<file path="config.mk">
export PLATFORM = sky130hd
export DESIGN_NAME = spi_resp_tx
export DESIGN_NICKNAME = d
export VERILOG_FILES = /design/src/rtl/spi_resp_tx.sv
export SDC_FILE = /design/constraint.sdc
export NUM_CORES = 1
export LEC_CHECK = 0
export CAP_MARGIN = 20
export CORE_ASPECT_RATIO = 1.75
export CORE_MARGIN = 1.5
export CORE_UTILIZATION = 48
export DETAILED_ROUTE_END_ITERATION = 10
export PLACE_DENSITY = 0.79
export SLEW_MARGIN = 20
export SYNTH_ARGS = -nofsm -noshare
export SYNTH_HDL_FRONTEND = slang
export SYNTH_SLANG_ARGS = --single-unit
</file>
<file path="constraint.sdc">
create_clock -name clk_in -period 5.48 [get_ports clk_in]
set_clock_uncertainty 0.15 [all_clocks]
set_input_delay 1.096 -clock clk_in [delete_from_list [all_inputs] [get_ports clk_in]]
set_output_delay 1.096 -clock clk_in [all_outputs]
set_load 0.05 [all_outputs]
</file>
<file path="src/rtl/spi_resp_tx.sv">
// SPI responder transmitter: one-word holding buffer feeding an MSB-first
// shift register. Frames are framed by an external master's select and
// serial clock, both already synchronized to clk_in.
module spi_resp_tx #(
  parameter int DATA_WIDTH = 16
) (
  input  logic                  clk_in,
  input  logic                  rst_in,
  input  logic [DATA_WIDTH-1:0] data_in,
  input  logic                  load_in,
  output logic                  ready_out,
  input  logic                  data_clk_in,
  input  logic                  sel_in,
  output logic                  data_out,
  output logic                  done_out,
  output logic                  underrun_out,
  output logic [1:0]            state_out
);

  localparam int CW = $clog2(DATA_WIDTH + 1);
  localparam logic [CW-1:0] LAST_BIT = CW'(DATA_WIDTH - 1);

  typedef enum logic [1:0] {
    IDLE       = 2'd0,
    SHIFT      = 2'd1,
    WAIT_DESEL = 2'd2
  } state_t;

  state_t                r_state;
  logic [CW-1:0]         r_cnt;
  logic [DATA_WIDTH-1:0] r_shift;
  logic [DATA_WIDTH-1:0] r_buf;
  logic                  r_full;
  logic                  r_sel_d;
  logic                  r_sclk_d;
  logic                  r_data;
  logic                  r_done;
  logic                  r_underrun;

  logic w_sel_fall;
  logic w_sel_rise;
  logic w_clk_rise;
  logic w_clk_fall;
  logic w_start;

  // Edges compare the input against last cycle's registered copy.
  assign w_sel_fall = r_sel_d & ~sel_in;
  assign w_sel_rise = ~r_sel_d & sel_in;
  assign w_clk_rise = ~r_sclk_d & data_clk_in;
  assign w_clk_fall = r_sclk_d & ~data_clk_in;
  assign w_start    = (r_state == IDLE) && w_sel_fall;

  // Register the master's select and serial clock for edge detection.
  always_ff @(posedge clk_in or posedge rst_in) begin
    if (rst_in) begin
      r_sel_d  <= 1'b1;
      r_sclk_d <= 1'b0;
    end else begin
      r_sel_d  <= sel_in;
      r_sclk_d <= data_clk_in;
    end
  end

  // Holding buffer: a frame start consumes the buffer state from before this
  // cycle, so a coincident load only lands when the buffer was empty.
  always_ff @(posedge clk_in or posedge rst_in) begin
    if (rst_in) begin
      r_buf  <= '0;
      r_full <= 1'b0;
    end else if (w_start && r_full) begin
      r_full <= 1'b0;
    end else if (load_in && !r_full) begin
      r_buf  <= data_in;
      r_full <= 1'b1;
    end
  end

  // Frame FSM with registered serial data and status pulses.
  always_ff @(posedge clk_in or posedge rst_in) begin
    if (rst_in) begin
      r_state    <= IDLE;
      r_cnt      <= '0;
      r_shift    <= '0;
      r_data     <= 1'b0;
      r_done     <= 1'b0;
      r_underrun <= 1'b0;
    end else begin
      r_done     <= 1'b0;
      r_underrun <= 1'b0;
      if (w_sel_rise) begin
        // Deselect wins over everything: abort or normal frame end.
        r_state <= IDLE;
        r_cnt   <= '0;
        r_shift <= '0;
        r_data  <= 1'b0;
      end else begin
        case (r_state)
          IDLE: begin
            r_data <= 1'b0;
            if (w_sel_fall) begin
              r_state <= SHIFT;
              r_cnt   <= '0;
              if (r_full) begin
                r_shift <= r_buf;
                r_data  <= r_buf[DATA_WIDTH-1];
              end else begin
                r_shift    <= '0;
                r_underrun <= 1'b1;
              end
            end
          end
          SHIFT: begin
            if (w_clk_rise) begin
              r_cnt <= r_cnt + 1'b1;
              if (r_cnt == LAST_BIT) begin
                r_state <= WAIT_DESEL;
                r_done  <= 1'b1;
                r_data  <= 1'b0;
              end
            end else if (w_clk_fall && (r_cnt != '0)) begin
              r_shift <= {r_shift[DATA_WIDTH-2:0], 1'b0};
              r_data  <= r_shift[DATA_WIDTH-2];
            end
          end
          WAIT_DESEL: begin
            r_data <= 1'b0;
          end
          default: begin
            r_state <= IDLE;
            r_data  <= 1'b0;
          end
        endcase
      end
    end
  end

  assign ready_out    = ~r_full;
  assign data_out     = r_data;
  assign done_out     = r_done;
  assign underrun_out = r_underrun;
  assign state_out    = r_state;

endmodule
</file>
# Word-level counts from Yosys, hierarchy flattened
# Index checks and enable logic that the tools add are counted.
# classes
addsub,1
n_eq_ne,11
n_mux,32
bitwise,10
reduce_logical,14
# op_table
cell,n
$mux W15,5
$pmux W15 S2,1
$mux W1,16
$mux W5,3
$ne A3 B3 Y1 const B,5
$pmux W5 S2,1
$mux W2,4
$ne A4 B4 Y1 const B,2
$reduce_and A4 Y1,2
$not A1 Y1,6
$pmux W2 S3,1
$add A5 B1 Y5 const B,1
$eq A5 B4 Y1 const B,1
$reduce_bool A5 Y1,1
$and A1 B1 Y1,4
$logic_and A1 B1 Y1,4
$reduce_and A2 Y1,2
$reduce_and A3 Y1,1
$reduce_bool A3 Y1,1
$eq A2 B1 Y1 const B,1
$eq A2 B2 Y1 const B,1
$logic_not A2 Y1,1
$ne A2 B2 Y1 const B,1
$pmux W1 S2,1
2 further kinds,2
# word_totals
regBits,44
inputBits,21
output_inout_bits,6

# Logic depth before layout (Yosys ltp)
# Gate-level depths: netlist of the first run.
# logic_depth
word_depth,7
mapped_depth,7
ltp_nobuf,7

# Worst setup path after synthesis of the first run
# OpenSTA, ideal clock, no wires.
# synth_path
kind,input -> register
start,in sel_in
end,reg r_shift[10]
setup_ps,122
arrival_ps,2287
t_required_ps,5208
path_slack_ps,2922
cell_stages,6
cell_sequence,inv_1 ha_1 or3b_4 and2_4 buf_6 a32o_1
# synth_via
elab_chain_cells,4
elab_cells_between_ends,9
# synth_rtl
element,line,rtl
"start, declared",13,"input logic sel_in,"
$not A1 Y1,47,assign w_sel_fall = r_sel_d & ~sel_in;
$and A1 B1 Y1,47,
$ne A3 B3 Y1 (no line),-,
$reduce_and A4 Y1 (no line),-,
"end signal, assigned",104,r_shift <= r_buf;
"end signal, assigned",121,"r_shift <= {r_shift[DATA_WIDTH-2:0], 1'b0};"
"end, declared",31,logic [DATA_WIDTH-1:0] r_shift;
# Parallel ways exist; a longest one is shown, timed or not.
# A chain may end at the register's enable or synchronous reset.

# Worst setup path after layout of the first run
# layout_path
start,in sel_in
end,reg r_shift[0]
# The elaborated chain is that of the path after synthesis.

==> impl_metrics.yaml, run 1 <==
run_status:
  outcome: "complete, no violations"
power:
  power_w: 0.001213
  p_per_area_nw_per_um2: 489.3
  peakVddDrop_mv: 0.2873
  p_leak_nw: 1.071
clock_network:
  clock-root-buffer: "clkbuf_8"
  cts_tree: "yes"
  clockBufferDepth: 2
  clk_pin_slew_worst_paths_ns: 0.07
  clk_latency_ns: 0.30
  cts_buffers: 5
  clock_sinks: 44
  hold_buffers: 0
  htreeDepth: 2
  cts_resized: 0
  post_cts_buffers: 0
die:
  rows: 31
  fp.dieH_um: 89.89
  io_pins: 27
  fp.coreArea_um2: 4150
  die_w_um: 52.65
  die-area_um2: 4733
  start_util_pct: 49.89
setup_path:
  cp_slowest_cell: "clkdlybuf4s50_1"
  cp_cell_sequence: "clkdlybuf4s50_1 > ha_1 > nor3b_1 > o21ai_2 > nand3_2 > mux2_2"
  arrival_ns: 3.25
  worstPathMaxFanout: 15
  crit_required_ns: 5.52
  worst_setup_path_end_kind: "flip-flop"
  crit_path_start_kind: "input port"
  cpPeakStageDelay_ns: 0.45
  critical_path_class: "in2reg"
global_route:
  grt_max_degree: 45
  gr-usage-all-layers_pct: 17.92
  antenna_found_initial: 0
  grt_overflow: 0
  grt_first_pass_wirelength_um: 6348
  grt_pass1_vias: 1428
routing:
  wl_per_cell_um: 14.08
  via_per_inst: 5.504
  drt_iter0_markers: 44
  drtPass1Iterations: 6
  drt-total-wl_um: 3718
  postRouteAntennaNets: 0
  dr_total_vias: 1453
  drc_errors: 0
placement:
  port_buffers: 26
  dp.cells: 257
  hpwl_um: 2628
  routabilityCongestion: 0.8663
  place_area_um2: 2350
sta:
  hold_viol: 0
  setup_tns_ns: 0
  max_slew_margin_pct: 56.27
  min_period_ns: 3.211
  rsz0062_at_grt: "no"
  worst_pin_slew_ns: 0.6559
  finalSetupViolations: 0
  finalCritPeriodShare_pct: 58.59
  maxSlewViolCount: 0
  max_freq_ghz: 0.3115
final_layout:
  antenna_cells: 0
  layout-drive-gt1-share_pct: 15.35
  area_growth_pct: 19.70
  final_cell_area_um2: 2479
  finalNonFillerCells: 264
  seq_area_um2: 1102
  multiInputGateArea_um2: 877.1
  fill_cells: 359
  fin_util_pct: 59.72
  final_nets: 241
synth:
  synthMuxAreaShare_pct: 9.245
  synth_top_family_by_area: "compound AO/OA/AOI/OAI gates"
  synth_area_leaders: "dfrtp_1 52%, mux2_2 9.2%, a32o_1 6.8%"
  ys_types: 35
  synth_common_cells: "43 x dfrtp_1, 35 x nand2_1, 21 x o21ai_0"
  synthXorXnorAreaFrac_pct: 0
  synth_edf_count: 0
  synth-compound-area-share_pct: 15.59
  yosysTopAreaCellShare_pct: 51.96
  ys_ff_latch: 44
  syn_area_um2: 2071
  ys.flop_type: "dfrtp_1"
  synthAdderAreaFrac_pct: 3.021
  ys_seq_area_share_pct: 53.23
  synthSimpleGateAreaFrac_pct: 14.50
  yosys_warnings: 0
  synth.most_common_cell: "dfrtp_1"
  syn_avg_cell_area_um2: 10.90
  synthArstFlopShare_pct: 100.0
  yosysTopAreaCell: "dfrtp_1"
  synth_nets: 216
  syn_inst: 190
run:
  drv_cap: 0
worst_hold_path:
  min_path_type: "reg2reg"
-- worst paths after layout --
kind	from	end	slack, ns	cells past startpoint
max	sel_in	r_shift[0]	2.27	6
min	r_shift[3]	r_shift[3]	0.34	1
max reg2reg	r_sel_d	r_shift[0]	2.99	6
min reg2reg	r_shift[3]	r_shift[3]	0.34	1
max in group asynchronous	rst_in	r_buf[10]	3.72	3
min in group asynchronous	rst_in	r_cnt[4]	1.08	3
-- routing by layer --
metal	wire length (µm)	vias up	global-route usage [%]	share of wire (%)
li1	-	721	-	-
met1	1584	701	21.78	43
met2	1932	25	28.54	52
met3	108	6	4.485	2.9
met4	93	0	8.974	2.5
met5	0	-	0	0
-- where the power goes --
group          switching, W  internal [W]  total (W)  leakage, nW
clock              0.000108      0.000179   0.000287       0.0642
combinational      0.000192      0.000194   0.000386        0.450
sequential        0.0000877      0.000452   0.000540        0.557
total              0.000388      0.000825    0.00121         1.07
-- placed cells by master, fill, tap and decap left out, types with 2 or more instances in the layout --
cell type        synthesis  layout
nand3_1                  2       2
and3_1                   2       2
nand2_1                 35      35
mux2_2                  17      17
ha_1                     5       5
clkdlybuf4s50_1          0      26
clkbuf_8                 0       5
nor2b_1                  3       3
dfrtp_1                 43      43
bufinv_16                0       2
a21oi_1                  3       3
nor2_1                   3       3
o211ai_1                 2       2
nand2b_1                 4       4
a32o_1                  14      14
inv_1                    7       6
buf_4                    1       3
o21ai_0                 21      21
nor3b_1                  2       2
-- flip-flops by register name, indices dropped and copies added (netlist names) --
| signal | flops |
|---|---|
| r_buf | 16 |
| r_shift | 15 |
| r_cnt | 5 |
| state_out | 2 |
| data_out | 1 |
| done_out | 1 |
| r_full | 1 |
| r_sclk_d | 1 |
| r_sel_d | 1 |
| underrun_out | 1 |
-- critical path: cells and delay by family --
family	cells	cell delay, ns
AO/OA/AOI/OAI	1	0.31
multiplexers	1	0.37
AND/OR/NAND/NOR	2	0.74
buffers and inverters	1	0.45
adder cells (fa/ha/maj)	1	0.28
-- cells by family after synthesis --
logic type | Yosys count
AO/OA/AOI/OAI | 46
buffers and inverters | 18
adder cells (fa/ha/maj) | 5
flip-flops | 44
AND/OR/NAND/NOR | 60
multiplexers | 17
-- through the flow --
| stage | hold WS, ns | setup slack, ns |
|---|---|---|
| global placement | 0.3266 | 2.031 |
| CTS | 0.3488 | 2.286 |
| detailed placement | 0.3306 | 1.958 |
| global route | 0.3537 | 2.120 |
| finish | 0.3447 | 2.269 |
| floorplan | 0.3132 | 2.922 |
-- layout make-up --
cell class              instances  share of cell area (%)
clock buffers                   5                   2.776
clock inverters                 2                   2.423
well taps                      49                   2.473
multi-input cells             128                   35.39
inverters                       7                   1.060
repair buffers                 29                   11.41
flip-flops and latches         44                   44.47
Note: power is estimated with default switching activity, not from simulation.
==> inputs of run 2 (changes only) <==
==> constraint.sdc (replaced) <==
create_clock -name clk_in -period 3.05 [get_ports clk_in]
set_clock_uncertainty 0.15 [all_clocks]
set_input_delay 0.61 -clock clk_in [delete_from_list [all_inputs] [get_ports clk_in]]
set_output_delay 0.61 -clock clk_in [all_outputs]
set_load 0.05 [all_outputs]
==> run 2 against run 1 <==
Sequential cell count did not move. Core utilization fell by 0.15 points. Global-route usage rose by 0.96 points. Final area fell by 0.25%. Highest routed layer unchanged. Critical path type is now reg2out.
==> impl_metrics.yaml, run 2 (synthesis gave the netlist of run 1 again) <==
global_route:
  grt_first_pass_wirelength_um: 6796
  grt_max_degree: 22
  grt_overflow: 0
  gr-usage-all-layers_pct: 18.88
  grt_pass1_vias: 1557
  antenna_found_initial: 0
placement:
  routabilityCongestion: 0.9781
  hpwl_um: 2815
  port_buffers: 26
  place_area_um2: 2387
final_layout:
  fill_cells: 362
  final_nets: 246
  layout-drive-gt1-share_pct: 16.74
  antenna_cells: 0
  max_flop_register: "r_buf"
  largest_reg_flops: 16
  final_cell_area_um2: 2472
  area_growth_pct: 19.40
  final_cell_mix: "43 x dfrtp_1, 35 x nand2_1, 26 x clkdlybuf4s50_1"
  top_regs: "r_buf: 16 flops, r_shift: 15 flops, r_cnt: 5 flops"
  multiInputGateArea_um2: 877.1
  seq_area_um2: 1102
  final_common_cell: "dfrtp_1"
clock_network:
  htreeDepth: 2
  clk_latency_ns: 0.30
  cts_buffers: 5
  cts_resized: 0
  clock_sinks: 44
  cts_tree: "yes"
  post_cts_buffers: 0
  clock-root-buffer: "clkbuf_8"
  clk_pin_slew_worst_paths_ns: 0.08
  hold_buffers: 0
  clockBufferDepth: 2
sta:
  hold_viol: 0
  maxSlewViolCount: 0
  min_period_ns: 2.434
  finalSetupViolations: 0
  finalCritPeriodShare_pct: 79.82
  worst_pin_slew_ns: 0.7653
  setup_tns_ns: 0
  max_slew_margin_pct: 48.67
  rsz0062_at_grt: "no"
  max_freq_ghz: 0.4108
die:
  io_pins: 27
  fp.coreArea_um2: 4150
  start_util_pct: 49.89
  fp.dieH_um: 89.89
  die-area_um2: 4733
  die_w_um: 52.65
  rows: 31
setup_path:
  worstRegToRegCells: 6
  critical_path_buf_inv_count: 1
  crit_path_start_kind: "flip-flop"
  cpPeakStageDelay_ns: 0.86
  critical_path_class: "reg2out"
  worstPathMaxFanout: 11
  crit_family: "buffers and inverters"
  worstSetupStartpoint: "state_out[0]"
  rr_startpoint: "r_sel_d"
  crit_cells: 1
  crit_required_ns: 2.29
  cp_cell_sequence: "clkdlybuf4s50_1"
  worst_setup_path_end_kind: "output pin"
  cp_slowest_cell: "clkdlybuf4s50_1"
  arrival_ns: 1.67
worst_hold_path:
  worstHoldStart: "r_shift[2]"
  min_path_type: "reg2reg"
  min_path_cells: 1
power:
  p_leak_nw: 1.073
  peakVddDrop_mv: 0.5440
  power_w: 0.002068
  p_per_area_nw_per_um2: 836.3
routing:
  drtPass1Iterations: 4
  drt_iter0_markers: 23
  postRouteAntennaNets: 0
  via_per_inst: 5.774
  drc_errors: 0
  drt-total-wl_um: 4003
  wl_per_cell_um: 14.83
  dr_total_vias: 1559
run:
  drv_cap: 0
run_status:
  outcome: "complete, no violations"
run 2: report_power, final:
group,leakage [nW],switching [W],internal [W]
clock,0.0424,0.000195,0.000164
combinational,0.473,0.000394,0.000373
sequential,0.557,0.000130,0.000813
run 2: area by class of cell:
| type | instances | area share, % |
|---|---|---|
| clock inverter | 1 | 0.3543 |
| clock buffer | 7 | 3.087 |
| tap | 49 | 2.480 |
| timing repair buffer | 34 | 12.96 |
| multi-input combinational | 128 | 35.48 |
| inverter | 7 | 1.063 |
| sequential | 44 | 44.59 |
run 2: metal layers:
| metal | global-route usage (%) | up-vias | routed length [µm] |
|---|---|---|---|
| met5 | 0 | - | 0 |
| met4 | 7.692 | 0 | 93 |
| met3 | 3.654 | 13 | 123 |
| met2 | 31.15 | 34 | 2101 |
| met1 | 23.48 | 774 | 1684 |
| li1 | - | 738 | - |
run 2: metrics by stage:
stage	hold slack (ns)	util [%]	instances	worst slack, ns
after floorplan	0.3132	-	190	0.9778
after global placement	0.3237	57.52	262	0.4541
after detailed placement	0.3306	57.52	262	0.4199
after CTS	0.3490	59.57	270	0.6049
after global routing	0.3617	59.57	270	0.5789
final	0.3463	59.57	270	0.6156
run 2: path summary, 6_finish.rpt:
| kind | slack (ns) | end |
|---|---|---|
| hold / removal | 0.35 | r_shift[2] |
| setup / recovery | 0.62 | state_out[0] |
| hold reg to reg | 0.35 | r_shift[2] |
| setup reg to reg | 0.95 | r_shift[10] |
| max in group asynchronous | 1.60 | r_buf[5] |
| min in group asynchronous | 0.51 | r_shift[0] |
==> inputs of run 3 (changes only) <==
==> constraint.sdc (replaced) <==
create_clock -name clk_in -period 2.4 [get_ports clk_in]
set_clock_uncertainty 0.15 [all_clocks]
set_input_delay 0.48 -clock clk_in [delete_from_list [all_inputs] [get_ports clk_in]]
set_output_delay 0.48 -clock clk_in [all_outputs]
set_load 0.05 [all_outputs]
==> run 3 against run 2 <==
First-iteration DRC count rose by 13%. Routed wire length fell by 5.9%. Via count fell by 2.8%. Critical path depth did not move. Sequential power rose by 29%.
==> impl_metrics.yaml, run 3 (synthesis gave the netlist of run 1 again) <==
die:
  fp.dieH_um: 89.89
  die-area_um2: 4733
  rows: 31
  die_w_um: 52.65
  io_pins: 27
  start_util_pct: 49.89
  fp.coreArea_um2: 4150
setup_path:
  crit_path_start_kind: "flip-flop"
  critical_path_buf_inv_count: 1
  worstSetupStartpoint: "state_out[1]"
  crit_required_ns: 1.77
  worstPathMaxFanout: 9
  rr_startpoint: "r_sel_d"
  worst_setup_path_end_kind: "output pin"
  worstRegToRegCells: 5
  r2r_slack_ns: 0.32
  crit_end: "state_out[1]"
  critical_path_class: "reg2out"
  r2r-end: "r_cnt[1]"
  cp_cell_sequence: "clkdlybuf4s50_1"
  cp_slowest_cell: "clkdlybuf4s50_1"
  crit_cells: 1
  arrival_ns: 1.65
  cpPeakStageDelay_ns: 0.86
  crit_family: "buffers and inverters"
clock_network:
  hold_buffers: 0
  cts_buffers: 5
  htreeDepth: 2
  post_cts_buffers: 0
  cts_resized: 0
  clk_latency_ns: 0.29
  clockBufferDepth: 2
  clock_sinks: 44
  cts_tree: "yes"
  clock-root-buffer: "clkbuf_8"
  clk_pin_slew_worst_paths_ns: 0.08
routing:
  postRouteAntennaNets: 0
  drc_errors: 0
  drt-total-wl_um: 3767
  dr_total_vias: 1516
  wl_per_cell_um: 13.85
  drt_iter0_markers: 26
  via_per_inst: 5.574
  drtPass1Iterations: 4
final_layout:
  layout-drive-gt1-share_pct: 17.94
  finalNonFillerCells: 272
  final_cell_area_um2: 2481
  final_common_cell: "dfrtp_1"
  largest_reg_flops: 16
  fill_cells: 373
  max_flop_register: "r_buf"
  area_growth_pct: 19.82
  final_nets: 248
  final_cell_mix: "43 x dfrtp_1, 35 x nand2_1, 25 x clkdlybuf4s50_1"
  antenna_cells: 0
  top_regs: "r_buf: 16 flops, r_shift: 15 flops, r_cnt: 5 flops"
global_route:
  grt_max_degree: 45
  grt_first_pass_wirelength_um: 6382
  grt_pass1_vias: 1471
  gr-usage-all-layers_pct: 17.88
  antenna_found_initial: 0
  grt_overflow: 0
sta:
  setup_ws_ns: 0.1183
  hold_viol: 0
  max_slew_margin_pct: 64.20
  setup_tns_ns: 0
  worst_pin_slew_ns: 0.5371
  min_period_ns: 2.282
  maxSlewViolCount: 0
  finalCritPeriodShare_pct: 95.07
  rsz0062_at_grt: "no"
  finalSetupViolations: 0
  max_freq_ghz: 0.4383
placement:
  dp.cells: 264
  post-place-ws_ns: -0.08875
  routabilityCongestion: 0.8877
  hpwl_um: 2688
  place_area_um2: 2400
  port_buffers: 26
worst_hold_path:
  min_path_type: "reg2reg"
power:
  p_leak_nw: 1.083
  p_per_area_nw_per_um2: 1046
  peakVddDrop_mv: 0.8193
  power_w: 0.002595
run:
  drv_cap: 0
run_status:
  outcome: "complete, no violations"
## run 3: changes by cell type in the layout (fill, tap and decap cells not counted), sizes merged
cell	delta
buf	+3
clkdlybuf4s50	-1
## run 3: how the worst min path moves through the flow
stage               slack (ns)  depth (start not counted)        from          to
CTS                       0.35                          1  r_shift[2]  r_shift[2]
global placement          0.32                          1  r_shift[1]  r_shift[1]
finish                    0.35                          1  r_shift[2]  r_shift[2]
global route              0.37                          1  r_shift[2]  r_shift[2]
detailed placement        0.33                          1  r_shift[2]  r_shift[2]
floorplan                 0.31                          1    r_cnt[3]    r_cnt[3]
## run 3: final cells by class
type,instances,area [µm²],share of cell area [%]
sequential,44,1102,44.43
timing repair buffer,36,332.8,13.41
multi-input combinational,128,877.1,35.35
tap,49,61.31,2.471
clock inverter,1,5.005,0.2017
inverter,7,26.28,1.059
clock buffer,7,76.32,3.076
## run 3: metrics by stage
| step | hold slack (ns) | util (%) |
|---|---|---|
| after floorplan | 0.3132 | - |
| after global placement | 0.3234 | 57.82 |
| after detailed placement | 0.3311 | 57.82 |
| after CTS | 0.3497 | 59.78 |
| after global routing | 0.3740 | 59.78 |
| final | 0.3470 | 59.78 |
## run 3: layer usage
layer | GRT usage, % | vias to the layer above | wire [µm]
met5 | 0 | - | 0
met4 | 6.197 | 0 | 62
met3 | 3.987 | 6 | 117
met1 | 20.90 | 746 | 1541
met2 | 30.94 | 24 | 2046
li1 | - | 740 | -
## run 3: where the power goes
group	switching [W]	internal, W
Clock	0.000233	0.000204
Combinational	0.000463	0.000473
Sequential	0.000190	0.00103
